$ cat src/rtl/iterative_muldiv_unit_pkg.sv
// Shared opcode and state encodings for the iterative multiply/divide unit.
// The instruction decoder that drives Op uses the same constants.
package iterative_muldiv_unit_pkg;

  typedef enum logic [1:0] {
    OP_MUL   = 2'b00,
    OP_UMULH = 2'b01,
    OP_UDIV  = 2'b10,
    OP_UREM  = 2'b11
  } opCode_t;

  typedef enum logic [1:0] {
    S_IDLE = 2'd0,
    S_BUSY = 2'd1,
    S_DONE = 2'd2
  } state_t;

  function automatic logic isDivide(input opCode_t op);
    return op[1];
  endfunction

  // MUL and UDIV take the low half of the working register, UMULH and UREM the high half.
  function automatic logic selectsHigh(input opCode_t op);
    return op[0];
  endfunction

endpackage

$ cat src/rtl/iterative_muldiv_unit_if.sv
// Request/write-back bundle between the register file ports and the muldiv unit.
interface iterative_muldiv_unit_if #(
  parameter int WIDTH = 64
);
  logic             Start;
  logic [1:0]       Op;
  logic [WIDTH-1:0] OpA;
  logic [WIDTH-1:0] OpB;
  logic [4:0]       RdIn;
  logic             Busy;
  logic             Done;
  logic [WIDTH-1:0] Result;
  logic [4:0]       RWOut;
  logic             RegWrOut;

  modport master (
    output Start, Op, OpA, OpB, RdIn,
    input  Busy, Done, Result, RWOut, RegWrOut
  );

  modport slave (
    input  Start, Op, OpA, OpB, RdIn,
    output Busy, Done, Result, RWOut, RegWrOut
  );
endinterface

$ cat src/rtl/iterative_muldiv_unit_datapath.sv
// Shared 2*WIDTH working register with the shift-add / restoring shift-subtract step.
// Multiply holds {product high, multiplier/product low}; divide holds {remainder, quotient}.
module muldiv_datapath #(
  parameter int WIDTH = 64
) (
  input  logic             Clk,
  input  logic             Reset,
  input  logic             load,
  input  logic             step,
  input  logic             loadDiv,
  input  logic [WIDTH-1:0] opA,
  input  logic [WIDTH-1:0] opB,
  output logic [WIDTH-1:0] nextLo,
  output logic [WIDTH-1:0] nextHi
);

  logic [2*WIDTH-1:0] acc;
  logic [2*WIDTH-1:0] accStep;
  logic [WIDTH-1:0]   operand;
  logic               divMode;
  logic [WIDTH:0]     mulSum;
  logic [WIDTH:0]     divTrial;
  logic [WIDTH-1:0]   divDiff;

  always_comb begin
    accStep  = acc;
    mulSum   = {1'b0, acc[2*WIDTH-1:WIDTH]} + (acc[0] ? {1'b0, operand} : '0);
    // The bit shifted out of the remainder must take part in the compare.
    divTrial = acc[2*WIDTH-1:WIDTH-1];
    divDiff  = divTrial[WIDTH-1:0] - operand;
    if (divMode) begin
      if (divTrial >= {1'b0, operand}) begin
        accStep = {divDiff, acc[WIDTH-2:0], 1'b1};
      end else begin
        accStep = {divTrial[WIDTH-1:0], acc[WIDTH-2:0], 1'b0};
      end
    end else begin
      accStep = {mulSum, acc[WIDTH-1:1]};
    end
  end

  assign nextLo = accStep[WIDTH-1:0];
  assign nextHi = accStep[2*WIDTH-1:WIDTH];

  always_ff @(posedge Clk or posedge Reset) begin
    if (Reset) begin
      acc     <= '0;
      operand <= '0;
      divMode <= 1'b0;
    end else if (load) begin
      acc     <= {{WIDTH{1'b0}}, (loadDiv ? opA : opB)};
      operand <= loadDiv ? opB : opA;
      divMode <= loadDiv;
    end else if (step) begin
      acc <= accStep;
    end
  end

endmodule

$ cat src/rtl/iterative_muldiv_unit.sv
// Multi-cycle unsigned MUL/UMULH/UDIV/UREM unit: one bit per cycle, then a
// one-cycle write-back request to the register file.
module iterative_muldiv_unit
  import iterative_muldiv_unit_pkg::*;
#(
  parameter int WIDTH = 64,
  parameter int CNTW  = 7
) (
  input logic               Clk,
  input logic               Reset,
  iterative_muldiv_unit_if.slave bus
);

  state_t           state;
  state_t           stateNext;
  opCode_t          opReg;
  logic [4:0]       rdReg;
  logic [CNTW-1:0]  count;
  logic [WIDTH-1:0] resultReg;
  logic [4:0]       rwReg;
  logic             load;
  logic             step;
  logic             lastIter;
  logic             divByZero;
  logic [WIDTH-1:0] nextLo;
  logic [WIDTH-1:0] nextHi;

  assign divByZero = isDivide(opCode_t'(bus.Op)) && (bus.OpB == '0);
  assign lastIter  = (count == CNTW'(WIDTH - 1));

  always_ff @(posedge Clk or posedge Reset) begin
    if (Reset) state <= S_IDLE;
    else       state <= stateNext;
  end

  // NOTE: every output of this block gets a default first so no latch is inferred.
  always_comb begin
    stateNext = state;
    load      = 1'b0;
    step      = 1'b0;
    unique case (state)
      S_IDLE: begin
        if (bus.Start) begin
          load      = 1'b1;
          stateNext = divByZero ? S_DONE : S_BUSY;
        end
      end
      S_BUSY: begin
        step = 1'b1;
        if (lastIter) stateNext = S_DONE;
      end
      S_DONE:  stateNext = S_IDLE;
      default: stateNext = S_IDLE;
    endcase
  end

  // NOTE: registered state uses non-blocking assignments so every flop samples pre-edge values.
  always_ff @(posedge Clk or posedge Reset) begin
    if (Reset) begin
      count     <= '0;
      opReg     <= OP_MUL;
      rdReg     <= '0;
      resultReg <= '0;
      rwReg     <= '0;
    end else if (load) begin
      count <= '0;
      opReg <= opCode_t'(bus.Op);
      rdReg <= bus.RdIn;
      if (divByZero) begin
        resultReg <= (opCode_t'(bus.Op) == OP_UREM) ? bus.OpA : '0;
        rwReg     <= bus.RdIn;
      end
    end else if (step) begin
      count <= count + 1'b1;
      // The final iteration's result is taken from the step logic, not the stale register.
      if (lastIter) begin
        resultReg <= selectsHigh(opReg) ? nextHi : nextLo;
        rwReg     <= rdReg;
      end
    end
  end

  muldiv_datapath #(.WIDTH(WIDTH)) uDatapath (
    .Clk     (Clk),
    .Reset   (Reset),
    .load    (load),
    .step    (step),
    .loadDiv (isDivide(opCode_t'(bus.Op))),
    .opA     (bus.OpA),
    .opB     (bus.OpB),
    .nextLo  (nextLo),
    .nextHi  (nextHi)
  );

  assign bus.Busy     = (state != S_IDLE);
  assign bus.Done     = (state == S_DONE);
  assign bus.RegWrOut = (state == S_DONE);
  assign bus.Result   = resultReg;
  assign bus.RWOut    = rwReg;

endmodule

$ cat src/flat_wrapper.sv
// flat-port wrapper written by rule: the top's interface ports become plain ports
module iterative_muldiv_unit_flat import iterative_muldiv_unit_pkg::*;
#(
  parameter int WIDTH = 64,
  parameter int CNTW  = 7
)
  (Clk, Reset, bus_Start, bus_Op, bus_OpA, bus_OpB, bus_RdIn, bus_Busy, bus_Done, bus_Result, bus_RWOut, bus_RegWrOut);
  iterative_muldiv_unit_if #(.WIDTH(WIDTH)) bus_i ();
  input logic Clk;
  input logic Reset;
  input wire logic [$bits(bus_i.Start)-1:0] bus_Start;
  input wire logic [$bits(bus_i.Op)-1:0] bus_Op;
  input wire logic [$bits(bus_i.OpA)-1:0] bus_OpA;
  input wire logic [$bits(bus_i.OpB)-1:0] bus_OpB;
  input wire logic [$bits(bus_i.RdIn)-1:0] bus_RdIn;
  output wire logic [$bits(bus_i.Busy)-1:0] bus_Busy;
  output wire logic [$bits(bus_i.Done)-1:0] bus_Done;
  output wire logic [$bits(bus_i.Result)-1:0] bus_Result;
  output wire logic [$bits(bus_i.RWOut)-1:0] bus_RWOut;
  output wire logic [$bits(bus_i.RegWrOut)-1:0] bus_RegWrOut;
  assign bus_i.Start = bus_Start;
  assign bus_i.Op = bus_Op;
  assign bus_i.OpA = bus_OpA;
  assign bus_i.OpB = bus_OpB;
  assign bus_i.RdIn = bus_RdIn;
  assign bus_Busy = bus_i.Busy;
  assign bus_Done = bus_i.Done;
  assign bus_Result = bus_i.Result;
  assign bus_RWOut = bus_i.RWOut;
  assign bus_RegWrOut = bus_i.RegWrOut;
  iterative_muldiv_unit #(.WIDTH(WIDTH), .CNTW(CNTW)) u_core (.Clk(Clk), .Reset(Reset), .bus(bus_i));
endmodule
$ cat config.mk
export PLATFORM = sky130hd
export DESIGN_NAME = iterative_muldiv_unit_flat
export DESIGN_NICKNAME = d
export VERILOG_FILES = /design/src/rtl/iterative_muldiv_unit_pkg.sv /design/src/rtl/iterative_muldiv_unit_if.sv /design/src/rtl/iterative_muldiv_unit_datapath.sv /design/src/rtl/iterative_muldiv_unit.sv /design/src/flat_wrapper.sv
export SDC_FILE = /design/constraint.sdc
export NUM_CORES = 1
export LEC_CHECK = 0
export BUFFER_PORTS_ARGS = -buffer_cell sky130_fd_sc_hd__clkbuf_2
export CORE_MARGIN = 2
export CORE_UTILIZATION = 35
export DETAILED_ROUTE_END_ITERATION = 8
export GPL_ROUTABILITY_DRIVEN = 1
export GPL_TIMING_DRIVEN = 0
export PLACE_DENSITY = 0.49
export SYNTH_ARGS = -nofsm -noshare
export SYNTH_HDL_FRONTEND = slang
export SYNTH_SLANG_ARGS = --single-unit
$ cat constraint.sdc
create_clock -name Clk -period 12.05 [get_ports Clk]
set_input_delay 1.8075 -clock Clk [delete_from_list [all_inputs] [get_ports Clk]]
set_output_delay 1.8075 -clock Clk [all_outputs]
set_load 0.03 [all_outputs]
==> flow_summary_export.csv <==
group,metric,value,unit
synth,synth_edf_count,0,
sta,rsz0062_at_grt,"no",
grt,grt.overflow.total,0,
grt,grtUsageMet1,45.39,%
worst_setup_path,cp_max_fo,10,
finish,layout_commonest_cell,"nand2_1",
grt,track_usage,32.55,%
grt,grt_busiest_layer,"met2",
clock_tree,cts_buffer_depth,3,
placed_design,dp_hpwl,90.92,mm
synth,synth_warnings,0,
synth,synth_flop_cell,"dfrtp_1",
placed_design,finalWeightedCongestion,1.037,
finish,nNetsFinal,3422,
routing,viasPerCell,6.071,
worst_hold_path,min_path_type,"reg2reg",
sta,fin_tns_setup,0,ns
clock_tree,cts_tree,"done",
worst_setup_path,crit_path_end_kind,"flop",
clock_tree,post_cts_resized,0,
worst_setup_path,required,12.52,ns
placed_design,port_buffers,209,
finish,layout-area-overhead-vs-synth,14.41,%
clock_tree,ctsHoldBuffers,0,
grt,grt_max_degree,119,
die,start_util,35.38,%
sta,slew_viol_final,0,
finish,fin_cells,4040,
synth,synthCells,2905,
sta,max_slew.worst_pin.slew,1.463,ns
routing,avgRoutedWirePerCell,27.99,µm
sta,finalHoldViolations,0,
grt,met2_usage,49.31,%
sta,post-route-period-util,51.93,%
synth,syn_area,0.02330,mm²
synth,ys_seq_area_share,29.75,%
grt,antenna_found_initial,5,
run,drv_cap,0,
worst_setup_path,r2r_cells,15,
sta,fmax,0.1598,GHz
worst_hold_path,whs_path_depth,2,
routing,wirelength,113.1,mm
sta,relSlewSlack,2.444,%
synth,async_reset_ff_share,100.0,%
clock_tree,clk_latency,0.57,ns
placed_design,dp_slack,5.708,ns
routing,vias,24530,
worst_setup_path,criticalPathCategory,"reg2reg",
finish,drive_gt1_share,11.46,%
sta,setup_slack,5.793,ns
sta,fin_crit,6.257,ns
die,rows,94,
grt,grt_use_met3,6.655,%
die,die_h,262.0,µm
synth,ys_types,82,
clock_tree,cts_setup_buffers,0,
placed_design,dpl.cell_count,3980,
worst_setup_path,start_kind,"flop",
worst_setup_path,cp.arrival,6.73,ns
sta,final.setup_skew,0.01623,ns
grt,grt_pass1_vias,23690,
synth,syn_area_per_cell,8.021,µm²
finish,layout_common_cells,"nand2_1 (408), o21ai_0 (317), dfrtp_1 (277)",
outcome,status,"finished clean",
routing,drtPass1Iterations,5,
clock_tree,clk_pin_slew_worst_paths,0.06,ns
synth,syn_nets,3174,
finish,diodes,0,
synth,ys_seq_elements,277,
routing,first_iter_violations,2471,
clock_tree,clockRootBuffer,"clkbuf_16",
clock_tree,cts_buffers,35,
die,ios,210,
grt,grt_pass1_wl,163.5,mm
clock_tree,cts.sinks,277,
sta,setup_viol,0,
routing,ant_nets,0,
die,die-area,0.06866,mm²
routing,drc,0,
die,fp.dieW,262.0,µm
die,core_area,0.06586,mm²
clock_tree,htree_levels,2,
## sequential cells by signal, summed over array words and instances (netlist names)
name                      count
u_core.opReg                  1
u_core.rdReg                  5
u_core.uDatapath.operand     64
u_core.uDatapath.acc        128
u_core.count                  7
u_core.bus.Result            64
u_core.bus.RWOut              5
u_core.uDatapath.divMode      1
u_core.state                  2
## final timing paths
kind                                    startpoint                        end  slack [ns]
min in group asynchronous                    Reset      u_core.bus.Result[48]        1.25
setup reg to reg           u_core.uDatapath.acc[0]  u_core.uDatapath.acc[126]        5.79
setup / recovery           u_core.uDatapath.acc[0]  u_core.uDatapath.acc[126]        5.79
hold reg to reg                    u_core.rdReg[2]            u_core.rdReg[2]        0.46
hold / removal                     u_core.rdReg[2]            u_core.rdReg[2]        0.46
max in group asynchronous                    Reset   u_core.uDatapath.acc[77]        9.38
## logic make-up (layout without fill, tap and decap cells)
group	Yosys count	count (layout)	synth area share, %
AO/OA/AOI/OAI	952	952	26.02
XOR/XNOR	109	109	4.097
adder cells (fa/ha/maj)	131	131	7.098
buffers and inverters	300	571	5.053
flip-flops	277	277	29.75
multiplexers	224	224	9.907
AND/OR/NAND/NOR	912	912	18.08
## per-layer routing
metal  vias up  share of wire [%]
met3       237                9.5
met2      1284                 43
met5         -              0.033
met1     11910                 43
met4         6                4.2
li1      11090                  -
## per-stage QoR
stage | utilization (%) | cell area, µm² | hold slack, ns
floorplan | - | 23300 | 0.4358
global placement | 38.61 | 25430 | 0.4513
detailed placement | 38.71 | 25500 | 0.4531
CTS | 40.48 | 26660 | 0.4678
global route | 40.48 | 26660 | 0.4851
finish | 40.48 | 26660 | 0.4624
## layout make-up
cell class                 count  area, µm²
buffer                       200      802.0
clock buffer                  44      939.7
clock inverter                16      222.7
fill                        6916      39200
inverter                     100      382.9
multi-input combinational   2328      15200
sequential                   277       6932
tap                          864       1081
timing repair buffer         211       1101
## critical path, cell delays in order (launching register included)
cell	delay, ns
dfrtp_1	0.39
clkbuf_1	0.72
clkbuf_1	0.43
and2_1	0.20
ha_1	0.24
nand2_1	0.11
nor2_1	0.24
o311a_1	0.31
o21ai_0	0.19
a2111oi_2	0.78
o2111ai_1	0.41
a2111oi_0	0.99
o21ai_0	0.29
mux2i_1	0.23
o311ai_0	0.32
o21ai_0	0.28
## synth_stat cells (33+ instances only)
library cell	instances	area [µm²]
nand2_1	408	1531
o21ai_0	317	1587
dfrtp_1	277	6932
a21oi_1	217	1086
mux2i_1	171	1712
clkbuf_1	160	600.6
nor2_1	159	596.8
ha_1	129	1614
inv_1	100	375.4
and2_1	76	475.5
nand3_1	74	370.4
a21o_1	68	510.5
xnor2_1	62	543.0
o211ai_1	60	450.4
mux2_2	53	596.8
xor2_1	47	411.6
nand4_1	45	281.5
a221o_1	38	380.4
o221ai_1	37	324.1
a211oi_1	33	247.7
Power is not shown: default switching activity piles up to over one toggle a cycle in this logic, so the estimate is an artifact.
